$ cat src/rtl/chart_sequencer_pkg.sv
// Shared definitions for the chart sequencer and anything that builds
// or inspects beatmap ROM images.
//   state_e      : sequencer FSM states
//   END_MARKER   : ROM word that terminates a chart
//   LANE_*       : bit positions of the four lanes in a note row
//   word_lanes() : lane field of a ROM word (the delay field sits in the
//                  low DELAY_W bits and is sliced by the user)
package chart_sequencer_pkg;

  typedef enum logic [2:0] {
    ST_IDLE,
    ST_FETCH,
    ST_WAIT,
    ST_PLAY,
    ST_END
  } state_e;

  localparam logic [15:0] END_MARKER = 16'h0000;

  localparam int unsigned LANE_A = 0;
  localparam int unsigned LANE_S = 1;
  localparam int unsigned LANE_K = 2;
  localparam int unsigned LANE_L = 3;

  localparam int unsigned LANES_MSB = 15;
  localparam int unsigned LANES_LSB = 12;

  function automatic logic [3:0] word_lanes(input logic [15:0] word);
    return word[LANES_MSB:LANES_LSB];
  endfunction

endpackage

$ cat src/rtl/chart_sequencer.sv
// Upstream feeder for game_control. Walks the beatmap ROM of the selected
// song and emits one 4-lane note row per scroll tick.
// Ports:
//   clk        system clock
//   rst        synchronous reset, active-low
//   music_id   song select, sampled when start is accepted
//   start      1-cycle pulse, begins a song from IDLE/END
//   pause      level, freezes row emission and countdown
//   tick       1-cycle scroll strobe
//   rom_addr   chart ROM address (song n base = n << (ADDR_W-2))
//   rom_data   {lanes[3:0], delay}, valid 1 clk after rom_addr
//   row_valid  1-cycle pulse, row_notes holds the row for this tick
//   row_notes  bit i = note enters lane i
//   playing    song in progress
//   done       sticky, end marker reached
//   overrun    sticky, tick lost while a fetch was pending
module chart_sequencer
  import chart_sequencer_pkg::*;
#(
  parameter int unsigned ADDR_W  = 12,
  parameter int unsigned DELAY_W = 12
) (
  input  logic              clk,
  input  logic              rst,
  input  logic [1:0]        music_id,
  input  logic              start,
  input  logic              pause,
  input  logic              tick,
  output logic [ADDR_W-1:0] rom_addr,
  input  logic [15:0]       rom_data,
  output logic              row_valid,
  output logic [3:0]        row_notes,
  output logic              playing,
  output logic              done,
  output logic              overrun
);

  state_e              state_q,   state_d;
  logic [ADDR_W-1:0]   addr_q,    addr_d;
  logic [DELAY_W-1:0]  cnt_q,     cnt_d;
  logic [3:0]          lanes_q,   lanes_d;
  logic [3:0]          notes_q,   notes_d;
  logic                valid_q,   valid_d;
  logic                playing_q, playing_d;
  logic                done_q,    done_d;
  logic                overrun_q, overrun_d;
  logic                pending_q, pending_d;

  logic                tick_ok;
  logic                serve;
  logic [ADDR_W-3:0]   offset_inc;

  assign tick_ok    = tick & ~pause;
  // Offset wraps inside the song region; song select bits are left alone.
  assign offset_inc = addr_q[ADDR_W-3:0] + (ADDR_W-2)'(1);

  always_comb begin
    state_d   = state_q;
    addr_d    = addr_q;
    cnt_d     = cnt_q;
    lanes_d   = lanes_q;
    notes_d   = notes_q;
    valid_d   = 1'b0;
    playing_d = playing_q;
    done_d    = done_q;
    overrun_d = overrun_q;
    pending_d = pending_q;
    serve     = 1'b0;

    case (state_q)
      ST_IDLE, ST_END: begin
        if (start) begin
          addr_d    = {music_id, {(ADDR_W-2){1'b0}}};
          done_d    = 1'b0;
          overrun_d = 1'b0;
          pending_d = 1'b0;
          playing_d = 1'b1;
          state_d   = ST_FETCH;
        end
      end

      ST_FETCH, ST_WAIT: begin
        if (tick_ok) begin
          if (pending_q) overrun_d = 1'b1;
          else           pending_d = 1'b1;
        end
        if (state_q == ST_FETCH) begin
          state_d = ST_WAIT;
        end else if (rom_data == END_MARKER) begin
          state_d   = ST_END;
          playing_d = 1'b0;
          done_d    = 1'b1;
          pending_d = 1'b0;
        end else begin
          lanes_d = word_lanes(rom_data);
          cnt_d   = rom_data[DELAY_W-1:0];
          state_d = ST_PLAY;
        end
      end

      ST_PLAY: begin
        serve = ~pause & (tick | pending_q);
        if (serve) begin
          valid_d   = 1'b1;
          // The word's own row goes out on the first served tick; clearing
          // the lane latch makes the following 'delay' ticks empty rows.
          notes_d   = lanes_q;
          lanes_d   = '0;
          // A live tick coinciding with a pending one stays queued.
          pending_d = pending_q & tick;
          if (cnt_q == '0) begin
            addr_d  = {addr_q[ADDR_W-1 -: 2], offset_inc};
            state_d = ST_FETCH;
          end else begin
            cnt_d = cnt_q - DELAY_W'(1);
          end
        end
      end

      default: state_d = ST_IDLE;
    endcase
  end

  always_ff @(posedge clk) begin
    if (!rst) begin
      state_q   <= ST_IDLE;
      addr_q    <= '0;
      cnt_q     <= '0;
      lanes_q   <= '0;
      notes_q   <= '0;
      valid_q   <= 1'b0;
      playing_q <= 1'b0;
      done_q    <= 1'b0;
      overrun_q <= 1'b0;
      pending_q <= 1'b0;
    end else begin
      state_q   <= state_d;
      addr_q    <= addr_d;
      cnt_q     <= cnt_d;
      lanes_q   <= lanes_d;
      notes_q   <= notes_d;
      valid_q   <= valid_d;
      playing_q <= playing_d;
      done_q    <= done_d;
      overrun_q <= overrun_d;
      pending_q <= pending_d;
    end
  end

  assign rom_addr  = addr_q;
  assign row_valid = valid_q;
  assign row_notes = notes_q;
  assign playing   = playing_q;
  assign done      = done_q;
  assign overrun   = overrun_q;

endmodule

$ cat config.mk
export PLATFORM = sky130hd
export DESIGN_NAME = chart_sequencer
export DESIGN_NICKNAME = d
export VERILOG_FILES = /design/src/rtl/chart_sequencer_pkg.sv /design/src/rtl/chart_sequencer.sv
export SDC_FILE = /design/constraint.sdc
export NUM_CORES = 1
export LEC_CHECK = 0
export BUFFER_PORTS_ARGS = -buffer_cell sky130_fd_sc_hd__clkbuf_2
export CORE_ASPECT_RATIO = 0.5
export CORE_MARGIN = 2
export CORE_UTILIZATION = 35
export DETAILED_ROUTE_END_ITERATION = 10
export SYNTH_ARGS = -nofsm -noshare
export SYNTH_HDL_FRONTEND = slang
export SYNTH_SLANG_ARGS = --single-unit
$ cat constraint.sdc
create_clock -name clk -period 2.74 [get_ports clk]
set_input_delay 0.274 -clock clk [delete_from_list [all_inputs] [get_ports clk]]
set_output_delay 0.274 -clock clk [all_outputs]
set_load 0.01 [all_outputs]
# After elaboration in Yosys (flattened, before gate mapping)
# Cells that the tools add are included.
# totals
regBits,40
input_bits,23
output_inout_bits,20
word_cells,87
# op_classes
addsub,2
eq_ne,13
mux,36
bitwise_logic,6
n_reduce_logical,19
# op_table
op,n
two-way mux 12 bit,5
case mux 12 bit (2 select lines),2
two-way mux 10 bit,2
inequality test 2 bit (second input constant),9
logical NOT 16 bit,1
AND reduction 4 bit,4
two-way mux 3 bit,5
two-way mux 1 bit,13
logical NOT 12 bit,1
two-way mux 4 bit,3
subtractor 12 x 1 -> 12 bit (second input constant),1
adder 10 x 1 -> 10 bit (second input constant),1
case mux 3 bit (3 select lines),1
AND reduction 3 bit,3
case mux 4 bit (2 select lines),1
equality test 3 x 2 -> 1 bit (second input constant),2
case mux 1 bit (2 select lines),3
nonzero test 2 bit,3
AND reduction 5 bit,1
AND reduction 2 bit,2
OR reduction 2 bit,2
AND 1 bit,3
equality test 3 x 1 -> 1 bit (second input constant),1
equality test 3 bit (second input constant),1
5 further kinds,6

# Longest topological paths before layout
# Gate-level depths: netlist (run 1).
# logic_depth
word_depth,6
depth_mapped,8
mapped_depth_nobuf,7

# Worst setup path after synthesis (run 1)
# Ideal clock, no wire load.
# synth_path
kind,reg2reg
start,register cnt_q[0]
end,register cnt_q[8]
setup_time_ns,0.087
arrival_ns,1.756
required_ns,2.653
path_slack_ns,0.897
stages_incl_launch_ff,8
path_buffers,0
cell_sequence,dfxtp_1 > inv_1 > ha_1 > or3b_2 > nor3_1 > and3_1 > a21oi_1 > o31ai_1
# synth_between
elab_chain_len,4
word_cells_on_any_way,7
classes_between,add/sub: 1; eq/ne: 1; mux: 3; reduce/logical: 2
# synth_rtl
item,line_no,text
"start, declared",chart_sequencer.sv:40,"logic [DELAY_W-1:0] cnt_q, cnt_d;"
"start signal, assigned",chart_sequencer.sv:139,cnt_q <= cnt_d;
subtractor 12 x 1 -> 12 bit,chart_sequencer.sv:115,cnt_d = cnt_q - DELAY_W'(1);
two-way mux 12 bit,chart_sequencer.sv:111,if (cnt_q == '0) begin
two-way mux 12 bit,chart_sequencer.sv:103,if (serve) begin
case mux 12 bit (2 select lines),chart_sequencer.sv:70,case (state_q)
# Parallel ways exist; a longest one is shown, timed or not. The select of a mux whose other input is x is not followed.
# A chain may end at the register's enable or synchronous reset.

# Final worst setup path (run 1)
# layout_path
start,register cnt_q[0]
end,register addr_q[2] (netlist: rom_addr[2])
# layout_between
elab_chain_len,3
# layout_rtl
item,line_no,text
logical NOT 12 bit,chart_sequencer.sv:111,
inequality test 2 bit (no source line),-,
AND reduction 4 bit (no source line),-,
"end signal, assigned",chart_sequencer.sv:138,addr_q <= addr_d;
"end, declared",chart_sequencer.sv:39,"logic [ADDR_W-1:0] addr_q, addr_d;"
# No other way between the ends.

==> load_flow_metrics.sql, run 1 <==
INSERT INTO impl_metrics (metric_group, metric, value, unit) VALUES
('synth', 'postSynth.asyncResetShare', '0', '%'),
('clock_tree', 'ctsHoldBuffers', '0', ''),
('floorplan', 'floorplan.io_pins', '43', ''),
('route', 'detailedRoute.firstPassIterationCount', '4', ''),
('clock_tree', 'ctsLongestPathBuffers', '2', ''),
('route', 'drt-initial-drc-count', '83', ''),
('sta', 'worst-slew-pin-transition', '590', 'ps'),
('synth', 'yosys-top-cells-area', 'dfxtp_1 39%, nor2_1 6.5%, a21oi_1 4.4%, xnor2_1 4.2%, mux2i_1 3.9%', ''),
('global_routing', 'grt_first_pass_wirelength', '7.94', 'mm'),
('synth', 'synth_ff_type', 'dfxtp_1', ''),
('synth', 'mappedNetlistNets', '273', ''),
('sta', 'final_min_period_over_clock_period', '78.0', '%'),
('worst_setup_path', 'endpoint', 'rom_addr[2]$_SDFFE_PN0P_', ''),
('clock_tree', 'cts_tree', 'built', ''),
('worst_setup_path', 'signal_arrival_time_at_the_worst_endpoint', '2310', 'ps'),
('sta', 'achievable-frequency', '468', 'MHz'),
('worst_setup_path', 'startpoint_of_the_worst_setup_timing_path', 'cnt_q[0]$_SDFFE_PN0P_', ''),
('synth', 'synth_sequential_area_ratio', '38.7', '%'),
('synth', 'number_of_flops_mapped_to_enable_cells_by_yosys', '0', ''),
('worst_setup_path', 'critical_path.startpoint_type', 'register', ''),
('finish', 'syn2layout_area_growth', '20.5', '%'),
('floorplan', 'x_dimension_of_the_die', '113', 'um'),
('worst_setup_path', 'crit_type', 'register to register', ''),
('worst_setup_path', 'maximum_fanout_count_along_the_critical_path', '9', ''),
('sta', 'grt_setup_unrepaired', 'no', ''),
('worst_setup_path', 'worst_setup_path_end_kind', 'register', ''),
('synth', 'synth_area', '0.00207', 'mm^2'),
('global_routing', 'grtUsageTotal', '14.8', '%'),
('status', 'run_status', 'finished, final reports clean', ''),
('finish', 'most-common-layout-cells', '42 x clkbuf_2, 40 x dfxtp_1, 36 x nor2_1, 18 x a21oi_1, 17 x nand2_1', ''),
('worst_setup_path', 'r2r_end', 'rom_addr[2]$_SDFFE_PN0P_', ''),
('synth', 'ys_ff_latch', '40', ''),
('worst_setup_path', 'worst-r2r-cell-count', '7', ''),
('sta', 'hold_viol_final', '0', ''),
('route', 'via_count', '1936', ''),
('floorplan', 'fp.dieH', '58.4', 'um'),
('synth', 'postSynthAreaPerCell', '8.38', 'um^2'),
('floorplan', 'core_region_area', '0.00559', 'mm^2'),
('placed_design', 'portBuffers', '42', ''),
('finish', 'antenna_cells', '0', ''),
('route', 'route.antenna.remaining_nets', '0', ''),
('finish', 'drive_above_1_share', '21.7', '%'),
('global_routing', 'number_of_global_route_vias_before_repair', '1705', ''),
('floorplan', 'die_area', '0.00659', 'mm^2'),
('clock_tree', 'htree_levels', '2', ''),
('power_and_ir_drop', 'static-leakage-power', '0.000999', 'uW'),
('power_and_ir_drop', 'irDropWorstVdd', '0.000255', 'V'),
('worst_setup_path', 'r2r_start', 'cnt_q[0]$_SDFFE_PN0P_', ''),
('clock_tree', 'number_of_clock_sinks', '40', ''),
('route', 'final_routed_wirelength', '4.85', 'mm'),
('sta', 'timing.setup.tns', '0', 'ps'),
('synth', 'postSynthCellCount', '247', ''),
('clock_tree', 'worst_setup_hold_path_clk_slew', '60', 'ps'),
('run', 'drv_cap', '0', ''),
('clock_tree', 'cts_inserted_buffers', '5', ''),
('sta', 'period_minus_slack', '2140', 'ps'),
('clock_tree', 'post_cts_buffers', '0', ''),
('synth', 'post_synth_num_cell_types', '47', ''),
('sta', 'final_critical_path_setup_slack', '602', 'ps'),
('clock_tree', 'insertion_delay', '280', 'ps'),
('sta', 'slew_headroom', '60.5', '%'),
('worst_setup_path', 'r2r_slack', '600', 'ps'),
('placed_design', 'gp_routability_congestion', '0.791', ''),
('synth', 'synth_top_area_share', '38.7', '%'),
('finish', 'final_common_cell', 'clkbuf_2', ''),
('route', 'detail_route.drc_violations', '0', ''),
('sta', 'final.setup_skew', '6.62', 'ps'),
('route', 'routedWlPerCell', '13.5', 'um'),
('sta', 'final-max-slew-violation-count', '0', ''),
('global_routing', 'grt.overflow.total', '0', ''),
('placed_design', 'detailedPlace.worstSlack', '661', 'ps');
==> cells by family after synthesis <==
group	share of synthesized area, %
AO/OA/AOI/OAI	21.1
adder cells (fa/ha/maj)	1.81
multiplexers	3.87
XOR/XNOR	4.23
buffers and inverters	3.44
flip-flops	38.7
AND/OR/NAND/NOR	26.8
==> Yosys cell counts, drive strengths merged, types with 2 or more instances <==
cell type  number
dfxtp          40
nand3           8
a2111oi         3
a21oi          18
nor4            7
nand4           4
o211ai          6
nand2          17
or3b            2
ha              3
a22oi           4
a31o            2
or3             2
nand2b          3
o21bai          2
buf             8
inv             4
nor2           36
o31ai           6
o21ai           6
nand3b          2
nor3           11
mux2i           8
clkbuf          5
a211oi          7
a31oi           4
xnor2          10
and2            6
==> power breakdown <==
part | switching [uW] | total (uW) | internal [uW]
Sequential | 31.6 | 638 | 607
Clock | 225 | 653 | 428
Combinational | 144 | 238 | 93.7
==> cell type report <==
| type | instances | area, um^2 |
|---|---|---|
| clock buffer | 6 | 129 |
| clock inverter | 2 | 35.0 |
| fill | 558 | 3090 |
| inverter | 4 | 15.0 |
| multi-input combinational | 190 | 1200 |
| sequential | 40 | 801 |
| tap | 73 | 91.3 |
| timing repair buffer | 44 | 225 |
==> registers in the layout, summed over array words and instances, names as in the netlist, 3 cells and up <==
signal,cells
cnt_q,12
rom_addr,12
lanes_q,4
row_notes,4
state_q,3
==> worst max-delay path, stage by stage (launching register included) <==
cell,delay [ps]
dfxtp_1,350
inv_1,90
ha_1,140
nor4b_2,400
nand4_4,260
a21oi_1,440
a21oi_1,130
a31o_2,220
==> per-layer routing <==
| metal | vias to the layer above | wire length [um] | track usage, % |
|---|---|---|---|
| li1 | 985 | - | - |
| met1 | 907 | 2410 | 19.7 |
| met2 | 42 | 2130 | 23.8 |
| met3 | 2 | 281 | 4.63 |
| met4 | 0 | 27 | 4.18 |
| met5 | - | 0 | 0 |
==> per-stage QoR <==
step | area, um^2 | power [uW] | std cells
final | 2490 | 1530 | 359
after detailed placement | 2330 | 885 | 351
after global routing | 2490 | 1600 | 359
after floorplan | 2070 | 818 | 247
after CTS | 2490 | 1540 | 359
after global placement | 2330 | 883 | 351
==> how the worst min path moves through the flow <==
stage	from	end	slack [ps]	cells past startpoint
after floorplan	rom_data[12]	lanes_q[0]$_SDFFE_PN0P_	420	2
after global placement	row_notes[3]$_SDFFE_PN0P_	row_notes[3]$_SDFFE_PN0P_	450	2
after detailed placement	rom_addr[11]$_SDFFE_PN0P_	rom_addr[11]$_SDFFE_PN0P_	450	2
after CTS	music_id[0]	rom_addr[10]$_SDFFE_PN0P_	230	3
after global routing	music_id[0]	rom_addr[10]$_SDFFE_PN0P_	250	3
final	music_id[0]	rom_addr[10]$_SDFFE_PN0P_	230	3
Note: power is estimated with default switching activity, not from simulation.
==> run 2: changes to the inputs <==
Clock period 2.74 ns to 1.87 ns, I/O delays scaled along.
==> run 2 against run 1 <==
  * The flow now finishes with violations (negative setup slack)
  * Sequential power up 45%
  * Die area stayed put
  * Hold slack lost 70 ps
  * Count of clock-buffer cells in the layout stayed put
  * Critical path type unchanged
==> load_flow_metrics.sql, run 2 (synthesis results as in run 1) <==
INSERT INTO impl_metrics (metric_group, metric, value, unit) VALUES
('worst_setup_path', 'required', '2040', 'ps'),
('sta', 'achievable-frequency', '530', 'MHz'),
('sta', 'final_min_period_over_clock_period', '101', '%'),
('global_routing', 'antenna_found_initial', '0', ''),
('finish', 'syn2layout_area_growth', '37.2', '%'),
('finish', 'num-nets-final', '345', ''),
('global_routing', 'grt_start_max_net_pins', '31', ''),
('run', 'drv_cap', '0', ''),
('status', 'run_status', 'finished with violations', ''),
('placed_design', 'place.detailed.hpwl', '3.83', 'mm'),
('power_and_ir_drop', 'power.density', '849', 'mW/mm^2'),
('sta', 'period_minus_slack', '1890', 'ps'),
('clock_tree', 'number_of_clock_sinks', '40', ''),
('finish', 'final_common_cell', 'clkbuf_2', ''),
('finish', 'drive_above_1_share', '33.8', '%'),
('clock_tree', 'cts_tree', 'built', ''),
('clock_tree', 'insertion_delay', '280', 'ps'),
('clock_tree', 'worst_setup_hold_path_clk_slew', '60', 'ps'),
('sta', 'slew_headroom', '53.9', '%'),
('route', 'route.antenna.remaining_nets', '0', ''),
('clock_tree', 'clockRootBuffer', 'clkbuf_16', ''),
('sta', 'final-max-slew-violation-count', '0', ''),
('status', 'failed_checks', 'negative setup slack', ''),
('placed_design', 'detailedPlace.worstSlack', '-181', 'ps'),
('sta', 'hold_viol_final', '0', ''),
('floorplan', 'placement_rows', '19', ''),
('route', 'routedWlPerCell', '13.8', 'um'),
('clock_tree', 'ctsHoldBuffers', '0', ''),
('route', 'final_routed_wirelength', '5.43', 'mm'),
('route', 'detailedRoute.firstPassIterationCount', '4', ''),
('finish', 'antenna_cells', '0', ''),
('floorplan', 'fp.dieH', '58.4', 'um'),
('global_routing', 'grt.met2_usage', '28.6', '%'),
('global_routing', 'globalRoute.busiestLayer', 'met2', ''),
('finish', 'fillCellCount', '532', ''),
('route', 'via_count', '2066', ''),
('power_and_ir_drop', 'static-leakage-power', '0.00119', 'uW'),
('sta', 'final_critical_path_setup_slack', '-18.0', 'ps'),
('floorplan', 'x_dimension_of_the_die', '113', 'um'),
('sta', 'fin_hold_ws', '156', 'ps'),
('worst_setup_path', 'critical_path.startpoint_type', 'register', ''),
('sta', 'final.setup_skew', '4.89', 'ps'),
('global_routing', 'number_of_global_route_vias_before_repair', '1976', ''),
('sta', 'worst-slew-pin-transition', '688', 'ps'),
('global_routing', 'grt_first_pass_wirelength', '9.23', 'mm'),
('clock_tree', 'htree_levels', '2', ''),
('floorplan', 'initial_core_util', '37.1', '%'),
('global_routing', 'grtUsageTotal', '17.3', '%'),
('worst_setup_path', 'signal_arrival_time_at_the_worst_endpoint', '2060', 'ps'),
('global_routing', 'global_route.usage.met1', '23.2', '%'),
('route', 'viasPerCell', '5.26', ''),
('power_and_ir_drop', 'power', '2410', 'uW'),
('sta', 'finalSetupViolCount', '1', ''),
('route', 'drt-initial-drc-count', '84', ''),
('worst_setup_path', 'worst_setup_path_end_kind', 'register', ''),
('global_routing', 'grt.overflow.total', '0', ''),
('global_routing', 'groute.layer.met3.usage', '4.43', '%'),
('floorplan', 'floorplan.io_pins', '43', ''),
('floorplan', 'core_region_area', '0.00559', 'mm^2'),
('worst_setup_path', 'maximum_fanout_count_along_the_critical_path', '4', ''),
('worst_setup_path', 'crit_type', 'register to register', ''),
('placed_design', 'gp_routability_congestion', '0.809', ''),
('worst_hold_path', 'holdCritPathClass', 'primary input to register', ''),
('floorplan', 'die_area', '0.00659', 'mm^2'),
('clock_tree', 'ctsLongestPathBuffers', '2', ''),
('finish', 'most-common-layout-cells', '42 x clkbuf_2, 38 x dfxtp_1, 35 x nor2_1, 32 x buf_4, 18 x a21oi_1', ''),
('clock_tree', 'cts_inserted_buffers', '5', ''),
('route', 'detail_route.drc_violations', '0', ''),
('placed_design', 'portBuffers', '42', ''),
('sta', 'grt_setup_unrepaired', 'yes', ''),
('power_and_ir_drop', 'irDropWorstVdd', '0.000402', 'V');
==> run 2: cell types whose count changed in the layout (fill, tap and decap cells not counted), moves of 3 or more <==
cell and change:
buf_4 +30, buf_6 +4, nor3_1 -3, nor3_2 +3, o21ai_0 -3
==> run 2: report_power, final <==
group | internal (uW) | switching [uW] | total (uW) | leakage (uW)
Clock | 628 | 339 | 967 | 0.0000808
Combinational | 258 | 262 | 520 | 0.000781
Sequential | 890 | 37.3 | 927 | 0.000325
==> run 2: worst max-delay path: stages (launching register included) <==
cell and delay, ps:
dfxtp_2 320, buf_4 140, or4_4 560, or3_4 410, nor2_4 80, o21bai_1 60
a31o_2 210
==> run 2: layout make-up <==
class,count,area [um^2],share of cell area [%]
sequential,40,803,28.3
tap,73,91.3,3.21
clock buffer,6,129,4.54
inverter,4,15.0,0.528
clock inverter,2,35.0,1.23
multi-input combinational,190,1270,44.8
timing repair buffer,78,495,17.4
==> run 2: layer usage <==
layer | up-vias | part of all wire (%)
met4 | 0 | 0.96
met5 | - | 0
met1 | 969 | 49
li1 | 1052 | -
met2 | 38 | 46
met3 | 7 | 4.0
==> run 2: path summary, 6_finish.rpt <==
kind,cells after the start,startpoint,endpoint,slack [ps]
max reg2reg,6,cnt_q[1]$_SDFFE_PN0P_,cnt_q[7]$_SDFFE_PN0P_,-20
max,6,cnt_q[1]$_SDFFE_PN0P_,cnt_q[7]$_SDFFE_PN0P_,-20
min reg2reg,2,row_notes[3]$_SDFFE_PN0P_,row_notes[3]$_SDFFE_PN0P_,460
min,3,music_id[0],rom_addr[10]$_SDFFE_PN0P_,160
==> run 2: through the flow <==
stage               TNS (ps)  cell area [um^2]  util [%]  instances
floorplan                  0              2070         -        247
global placement        -182              2540      45.5        379
detailed placement      -265              2540      45.5        379
CTS                        0              2780      49.7        392
global route            -653              2840      50.9        393
finish                 -18.0              2840      50.9        393
==> run 2: repair_timing <==
item	in CTS	in global routing
cloned	0	0
pin swaps	2	11
setup endpoints to repair	7	21
buffers inserted	5	2
gates resized for setup	10	15
==> run 3: changes to the inputs <==
Settings changed: CORE_UTILIZATION 35 to 49, PLACE_DENSITY from default to 0.75.
==> run 3 against run 2 <==
  * Design area up 3.9%
  * Utilization up 23 points
  * Largest power group unchanged
  * First-iteration DRC count up 100%
  * Total power up 4.2%
  * Global-route usage up 9.0 points
  * Via count up 6.5%
  * Sequential share of layout area down 1.1 points
  * Combinational power up 12%
  * The flow still finishes with violations (negative setup slack)
  * Worst setup slack worse by 6.9 ps
  * Sequential cell count unchanged
  * Critical path type unchanged
==> load_flow_metrics.sql, run 3 (synthesis results as in run 1) <==
INSERT INTO impl_metrics (metric_group, metric, value, unit) VALUES
('power_and_ir_drop', 'power.switching_fraction', '26.7', '%'),
('route', 'viasPerCell', '5.85', ''),
('clock_tree', 'clockRootBuffer', 'clkbuf_8', ''),
('placed_design', 'place.detailed.hpwl', '3.72', 'mm'),
('finish', 'finish.instance_area', '0.00295', 'mm^2'),
('placed_design', 'portBuffers', '42', ''),
('sta', 'final_critical_path_setup_slack', '-24.9', 'ps'),
('sta', 'finalSetupViolCount', '1', ''),
('worst_hold_path', 'sink_of_the_worst_hold_path', 'rom_addr[10]$_SDFFE_PN0P_', ''),
('sta', 'slew_headroom', '50.7', '%'),
('floorplan', 'die_area', '0.00479', 'mm^2'),
('floorplan', 'initial_core_util', '52.0', '%'),
('finish', 'fillCellCount', '292', ''),
('clock_tree', 'worst_setup_hold_path_clk_slew', '90', 'ps'),
('worst_hold_path', 'worst_hold_startpoint', 'music_id[0]', ''),
('finish', 'num-nets-final', '347', ''),
('worst_setup_path', 'crit_type', 'register to register', ''),
('floorplan', 'floorplan.io_pins', '43', ''),
('power_and_ir_drop', 'power.clock.fraction', '39.9', '%'),
('run', 'drv_cap', '0', ''),
('sta', 'final_min_period_over_clock_period', '101', '%'),
('sta', 'final.setup_skew', '6.58', 'ps'),
('finish', 'register_area', '803', 'um^2'),
('clock_tree', 'ctsHoldBuffers', '0', ''),
('floorplan', 'x_dimension_of_the_die', '95.9', 'um'),
('route', 'detailedRoute.firstPassIterationCount', '5', ''),
('worst_hold_path', 'holdCritPathClass', 'primary input to register', ''),
('clock_tree', 'number_of_clock_sinks', '40', ''),
('finish', 'most-common-layout-cells', '42 x clkbuf_2, 38 x dfxtp_1, 35 x nor2_1, 31 x buf_4', ''),
('clock_tree', 'cts_inserted_buffers', '5', ''),
('sta', 'hold_viol_final', '0', ''),
('sta', 'worst-slew-pin-transition', '739', 'ps'),
('route', 'route.antenna.remaining_nets', '0', ''),
('worst_setup_path', 'required', '2070', 'ps'),
('clock_tree', 'cts_tree', 'built', ''),
('route', 'routedWlPerCell', '16.5', 'um'),
('power_and_ir_drop', 'internal-power', '1840', 'uW'),
('power_and_ir_drop', 'power.density', '852', 'mW/mm^2'),
('global_routing', 'grt_first_pass_wirelength', '9.66', 'mm'),
('sta', 'achievable-frequency', '528', 'MHz'),
('power_and_ir_drop', 'static-leakage-power', '0.00121', 'uW'),
('floorplan', 'fp.dieH', '50.0', 'um'),
('floorplan', 'placement_rows', '16', ''),
('worst_setup_path', 'maximum_fanout_count_along_the_critical_path', '11', ''),
('finish', 'antenna_cells', '0', ''),
('power_and_ir_drop', 'relative_contribution_of_sequential_cells_to_total_power', '36.9', '%'),
('finish', 'final_common_cell', 'clkbuf_2', ''),
('global_routing', 'antenna_found_initial', '0', ''),
('floorplan', 'core_region_area', '0.00398', 'mm^2'),
('power_and_ir_drop', 'combPwrFrac', '23.2', '%'),
('sta', 'grt_setup_unrepaired', 'yes', ''),
('global_routing', 'grtUsageTotal', '26.4', '%'),
('worst_setup_path', 'signal_arrival_time_at_the_worst_endpoint', '2090', 'ps'),
('placed_design', 'gp_routability_congestion', '0.818', ''),
('worst_setup_path', 'worst_setup_path_end_kind', 'register', ''),
('clock_tree', 'ctsLongestPathBuffers', '2', ''),
('worst_setup_path', 'critical_path.startpoint_type', 'register', ''),
('clock_tree', 'htree_levels', '2', ''),
('worst_setup_path', 'r2r_slack', '-20', 'ps'),
('route', 'drt-initial-drc-count', '171', ''),
('route', 'detail_route.drc_violations', '0', ''),
('sta', 'final-max-slew-violation-count', '0', ''),
('power_and_ir_drop', 'net-switching-power', '672', 'uW'),
('placed_design', 'placed_cell_area', '0.00248', 'mm^2'),
('global_routing', 'grt.overflow.total', '0', ''),
('status', 'failed_checks', 'negative setup slack', ''),
('global_routing', 'grt_start_max_net_pins', '31', ''),
('sta', 'fin_hold_ws', '122', 'ps'),
('power_and_ir_drop', 'irDropWorstVdd', '0.000458', 'V'),
('clock_tree', 'insertion_delay', '300', 'ps'),
('route', 'final_routed_wirelength', '6.19', 'mm'),
('route', 'via_count', '2200', ''),
('global_routing', 'number_of_global_route_vias_before_repair', '2049', ''),
('worst_setup_path', 'worst-r2r-cell-count', '8', ''),
('finish', 'syn2layout_area_growth', '42.6', '%'),
('worst_hold_path', 'cell_depth_of_the_worst_hold_path', '3', ''),
('sta', 'period_minus_slack', '1890', 'ps'),
('finish', 'drive_above_1_share', '37.3', '%'),
('finish', 'multiInputGateArea', '0.00136', 'mm^2'),
('worst_setup_path', 'r2r_start', 'cnt_q[0]$_SDFFE_PN0P_', ''),
('power_and_ir_drop', 'power', '2520', 'uW'),
('status', 'run_status', 'finished with violations', ''),
('worst_setup_path', 'r2r_end', 'cnt_q[7]$_SDFFE_PN0P_', '');
-- run 3: final cells by class --
class	instances	area share, %
Tap cell	54	2.29
Multi-Input combinational cell	190	45.9
Timing Repair Buffer	80	18.7
Clock inverter	3	3.05
Clock buffer	5	2.33
Inverter	4	0.508
Sequential cell	40	27.2
-- run 3: worst max-delay path: stages, from the launching register on --
cell and delay, ps:
dfxtp_2 330, inv_2 80, ha_4 130, nor4b_4 300
nand4_4 160, o211ai_1 220, buf_4 270, nor3_1 70
a31o_2 230
-- run 3: power by group through the flow --
stage / Sequential, uW / Combinational (uW) / Clock [uW]
finish: 929 / 584 / 1000
global route: 934 / 633 / 1050
CTS: 925 / 519 / 998
detailed placement: 942 / 448 / 0
global placement: 940 / 440 / 0
floorplan: 940 / 258 / 0
-- run 3: repair_timing --
item / in CTS / in global routing
pin swaps: 4 / 17
cloned: 2 / 0
setup buffers: 7 / 7
endpoints found under the setup margin: 7 / 18
gates resized for setup: 13 / 29
-- run 3: metal layers --
metal	GRT usage, %	vias to the layer above	part of all wire [%]
li1	-	1051	-
met1	34.1	1057	44
met2	42.0	78	48
met3	6.57	14	5.7
met4	11.0	0	2.3
met5	0	-	0
-- run 3: worst max path at each step --
stage                                to  slack [ps]                   from  cells past startpoint
2_1_floorplan     cnt_q[8]$_SDFFE_PN0P_          30  cnt_q[0]$_SDFFE_PN0P_                      7
3_3_place_gp      cnt_q[0]$_SDFFE_PN0P_        -110  cnt_q[0]$_SDFFE_PN0P_                      9
3_5_place_dp      cnt_q[0]$_SDFFE_PN0P_        -180  cnt_q[0]$_SDFFE_PN0P_                      9
4_1_cts        rom_addr[6]$_SDFFE_PN0P_         -20  cnt_q[1]$_SDFFE_PN0P_                      9
5_1_grt           cnt_q[7]$_SDFFE_PN0P_        -110  cnt_q[0]$_SDFFE_PN0P_                      8
6_report          cnt_q[7]$_SDFFE_PN0P_         -20  cnt_q[0]$_SDFFE_PN0P_                      8
-- run 3: per-stage QoR --
stage	util (%)	TNS, ps	std cells	worst slack, ps
after detailed placement	62.4	-350	354	-183
final	74.1	-24.9	376	-24.9
after floorplan	-	0	247	26.6
after global placement	62.4	-171	354	-110
after global routing	74.1	-1030	376	-107
after CTS	70.0	-63.3	370	-22.6
